==> src/rtl/uart_rx_fifo.sv <==
`default_nettype none
// ============================================================================
// Module   : uart_rx_fifo
// Brief    : Show-ahead receive FIFO for a UART, with parity-error handling
//            and saturating overflow / error statistics.
// Revision : 1.0 - initial release
// ============================================================================
module uart_rx_fifo #(
  parameter int DEPTH           = 16,
  parameter int UART_DATA_WIDTH = 8,
  parameter int CNT_WIDTH       = 8
) (
  input  logic                         clock,
  input  logic                         reset,
  input  logic                         din_valid,
  output logic                         din_ready,
  input  logic [UART_DATA_WIDTH:0]     din,
  input  logic                         drop_err,
  output logic                         dout_valid,
  input  logic                         dout_ready,
  output logic [UART_DATA_WIDTH-1:0]   dout,
  output logic                         dout_err,
  input  logic                         flush,
  input  logic                         clear_stats,
  output logic [$clog2(DEPTH):0]       level,
  output logic                         full,
  output logic                         empty,
  output logic                         overflow,
  output logic [CNT_WIDTH-1:0]         ovf_cnt,
  output logic [CNT_WIDTH-1:0]         err_cnt
);

  localparam int c_addr_w = $clog2(DEPTH);

  logic [UART_DATA_WIDTH:0] r_mem [DEPTH];
  logic [c_addr_w:0]        r_wr_ptr;
  logic [c_addr_w:0]        r_rd_ptr;
  logic                     r_overflow;
  logic [CNT_WIDTH-1:0]     r_ovf_cnt;
  logic [CNT_WIDTH-1:0]     r_err_cnt;

  logic w_hs;
  logic w_flag;
  logic w_discard;
  logic w_pop;
  logic w_push;
  logic w_ovf;
  logic w_full;
  logic w_empty;

  // The receiver is never back-pressured; only reset holds it off.
  assign din_ready = reset;

  assign w_empty   = (r_wr_ptr == r_rd_ptr);
  assign w_full    = (r_wr_ptr[c_addr_w] != r_rd_ptr[c_addr_w]) &&
                     (r_wr_ptr[c_addr_w-1:0] == r_rd_ptr[c_addr_w-1:0]);

  assign w_hs      = din_valid & din_ready;
  assign w_flag    = din[UART_DATA_WIDTH];
  assign w_discard = w_flag & drop_err;
  assign w_pop     = dout_valid & dout_ready;
  // A pop in the same cycle frees the slot, so a full FIFO still accepts.
  assign w_push    = w_hs & ~w_discard & (~w_full | w_pop);
  assign w_ovf     = w_hs & ~w_discard & w_full & ~w_pop;

  assign level      = r_wr_ptr - r_rd_ptr;
  assign full       = w_full;
  assign empty      = w_empty;
  assign dout_valid = ~w_empty;
  assign dout       = r_mem[r_rd_ptr[c_addr_w-1:0]][UART_DATA_WIDTH-1:0];
  assign dout_err   = r_mem[r_rd_ptr[c_addr_w-1:0]][UART_DATA_WIDTH];
  assign overflow   = r_overflow;
  assign ovf_cnt    = r_ovf_cnt;
  assign err_cnt    = r_err_cnt;

  always_ff @(posedge clock) begin
    if (w_push && !flush) begin
      r_mem[r_wr_ptr[c_addr_w-1:0]] <= din;
    end
  end

  always_ff @(posedge clock or negedge reset) begin
    if (!reset) begin
      r_wr_ptr <= '0;
      r_rd_ptr <= '0;
    end else if (flush) begin
      r_wr_ptr <= '0;
      r_rd_ptr <= '0;
    end else begin
      if (w_push) r_wr_ptr <= r_wr_ptr + 1'b1;
      if (w_pop)  r_rd_ptr <= r_rd_ptr + 1'b1;
    end
  end

  // Statistics ignore flush; clear_stats overrides any same-cycle event.
  always_ff @(posedge clock or negedge reset) begin
    if (!reset) begin
      r_overflow <= 1'b0;
      r_ovf_cnt  <= '0;
      r_err_cnt  <= '0;
    end else if (clear_stats) begin
      r_overflow <= 1'b0;
      r_ovf_cnt  <= '0;
      r_err_cnt  <= '0;
    end else begin
      if (w_ovf) begin
        r_overflow <= 1'b1;
        if (r_ovf_cnt != '1) r_ovf_cnt <= r_ovf_cnt + 1'b1;
      end
      if (w_hs && w_flag && (r_err_cnt != '1)) begin
        r_err_cnt <= r_err_cnt + 1'b1;
      end
    end
  end

endmodule
`default_nettype wire

==> config.mk <==
export PLATFORM = sky130hd
export DESIGN_NAME = uart_rx_fifo
export DESIGN_NICKNAME = d
export VERILOG_FILES = /design/src/rtl/uart_rx_fifo.sv
export SDC_FILE = /design/constraint.sdc
export NUM_CORES = 1
export LEC_CHECK = 0
export ABC_AREA = 1
export BUFFER_PORTS_ARGS = -buffer_cell sky130_fd_sc_hd__buf_2
export CORE_UTILIZATION = 45
export DETAILED_ROUTE_END_ITERATION = 10
export GPL_TIMING_DRIVEN = 0
export PLACE_DENSITY = 0.64
export SKIP_CTS_REPAIR_TIMING = 1
export SLEW_MARGIN = 0
export SYNTH_ARGS = -nofsm -noshare
export SYNTH_HDL_FRONTEND = slang
export SYNTH_SLANG_ARGS = --single-unit
==> constraint.sdc <==
create_clock -name clock -period 3.2 [get_ports clock]
set_input_delay 0.32 -clock clock [delete_from_list [all_inputs] [get_ports clock]]
set_output_delay 0.32 -clock clock [all_outputs]
set_load 0.02 [all_outputs]
==> reports/results.ini <==
[status]
violations = setup timing
status = finished with violations

[critical_path]
critical_path_class = flip-flop to flip-flop
start_kind = flip-flop
cp-end-kind = flip-flop
crit_required_ns = 3.25
path_max_fanout = 10
r2r-start = r_rd_ptr[2]$_DFFE_PN0P_
cp-startpoint = r_rd_ptr[2]$_DFFE_PN0P_
crit_arrival_ns = 3.36

[synthesis]
synth.cell_area_mm2 = 0.00773
synth_nets = 763
ys_ff_latch = 171
synth_area_leaders = edfxtp_1, dfrtp_1, nor2_1, nand2_1, o21ai_0
synthCells = 735
yosysUniqueCellTypes = 34
syn_avg_cell_area_um2 = 10.5
ys_warn_count = 0
yosys-top-cells-count = nor2_1, edfxtp_1, nand2_1
synth_seq_area_share_pct = 64.6
synth_ff_type = edfxtp_1
synth-async-reset-ratio_pct = 15.8
netlist.area_leader.share_pct = 55.9
yosysMostFrequentCell = nor2_1
synth_edf_count = 144
yosysTopAreaCell = edfxtp_1

[clock_network]
htreeDepth = 4
cts_sinks = 171
cts_tree = done
clk_pin_slew_ns = 0.06
numCtsBuffers = 17
clk_path_buf_depth = 2
clock_latency_ns = 0.43
root_buffer = clkbuf_16

[final_layout]
fin_area_mm2 = 0.00890
drive_gt1_share_pct = 16.7
nNetsFinal = 834
fin_util_pct = 53.3
diodes = 0
fillCellCount = 1499
areaGrowthSynthToFinish_pct = 15.1

[detailed_routing]
vias = 5583
routed_wl_um = 18200
wl_per_cell_um = 17.6
viasPerCell = 5.37
drc = 0
drtIter0Drc = 570
firstDrtPassIters = 5
ant_nets = 0

[floorplan]
start_util_pct = 46.3
die_x_um = 133
core_area_mm2 = 0.0167
die-area_mm2 = 0.0177
die_h_um = 133
rows = 47
ioPinCount = 51

[sta]
hold_viol_final = 0
tightest_slew_ns = 0.968
rsz0062_at_grt = true
skew_ns = 0.00749
post-route-period-util_pct = 104
tns_ns = -0.973
setup_viol = 9
worst_slack_ns = -0.113
drv_slew = 0
maxSlewHeadroom_pct = 35.3
max_freq_mhz = 302
min_period_ns = 3.31

[hold_path]
hold_class = input pin to flip-flop
min_from = clear_stats

[place]
detailed_place_hpwl_um = 12500
port_buffers = 50
pre_cts_slack_ns = -0.281
dpl_cell_area_mm2 = 0.00827
gp_congestion = 0.844

[pwr]
power_density_mw_per_mm2 = 551
peakVddDrop_v = 0.000385
leakage_nw = 3.54
total_power_w = 0.00491

[global_route]
grt_pass1_wl_um = 28300
grt_overflow = 0
grt_max_degree = 30
grt_usage_pct = 21.3
grt_pass1_vias = 5348
antenna_found_initial = 0

[flow_run]
maxCapViolations = 0

==> sequential cells by signal, summed over array words and instances, names as in the netlist <==
signal / count
r_mem: 144
err_cnt: 8
ovf_cnt: 8
r_rd_ptr: 5
r_wr_ptr: 5
overflow: 1
==> cell families after synthesis <==
| group | count (synthesis) | share of synthesized area, % |
|---|---|---|
| buf+inv | 71 | 4.29 |
| flops | 171 | 64.6 |
| fa+ha+maj | 12 | 2.04 |
| simple gates | 369 | 20.7 |
| compound gates | 101 | 7.10 |
| xor+xnor | 11 | 1.25 |
==> cells in the final DEF, fill, tap and decap left out, drive strengths merged, types with 9 or more instances in the layout <==
| cell type | instances |
|---|---|
| buf | 71 |
| clkbuf | 32 |
| dfrtp | 27 |
| edfxtp | 144 |
| ha | 11 |
| inv | 41 |
| nand2 | 124 |
| nand3 | 56 |
| nand4 | 10 |
| nor2 | 172 |
| o211ai | 9 |
| o21ai | 86 |
| xor2 | 9 |
==> critical path, cell delays in order, from the launching register on <==
cell and delay, ns:
dfrtp_1 0.43, inv_1 0.09, clkbuf_1 0.50, ha_1 0.41, nand2_2 0.13, nor2_4 0.07, nand3_4 0.12, nand2_4 0.09
nor2_4 0.14, nand2_1 0.17, nor2_1 0.77
==> cell type report <==
type	instances	area, um2	area share [%]
sequential	171	5000	56.2
multi-input combinational	493	2460	27.7
clock buffer	19	433	4.86
timing repair buffer	52	280	3.15
tap	220	275	3.09
buffer	33	190	2.14
inverter	38	143	1.60
clock inverter	13	118	1.32
==> report_power, final <==
group | total (W) | internal (W) | switching [W]
registers | 0.00243 | 0.00242 | 0.00000872
clock network | 0.00193 | 0.00107 | 0.000854
logic | 0.000544 | 0.000165 | 0.000379
total | 0.00491 | 0.00366 | 0.00124
==> per-layer routing <==
layer	vias up	global-route usage [%]	wire, um
met5	-	0	0
met4	0	7.20	328
met3	25	4.49	1260
met2	212	32.8	8400
met1	2694	30.1	8270
li1	2652	-	-
==> through the flow <==
stage / hold slack, ns / std cells
finish: 0.153 / 1039
global route: 0.157 / 1039
CTS: -0.0532 / 1037
detailed placement: 0.396 / 1005
global placement: 0.393 / 1005
floorplan: 0.0244 / 735
==> final timing paths <==
kind | end | slack [ns] | depth (start not counted)
setup / recovery | r_mem[1][1]$_DFFE_PP_ | -0.11 | 10
hold / removal | err_cnt[2]$_DFFE_PN0P_ | 0.15 | 2
setup reg to reg | r_mem[1][1]$_DFFE_PP_ | -0.11 | 10
hold reg to reg | overflow$_DFFE_PN0P_ | 0.53 | 2
max in group asynchronous | overflow$_DFFE_PN0P_ | 2.53 | 3
min in group asynchronous | r_rd_ptr[1]$_DFFE_PN0P_ | 0.49 | 3
(Power assumes the default switching activity.)
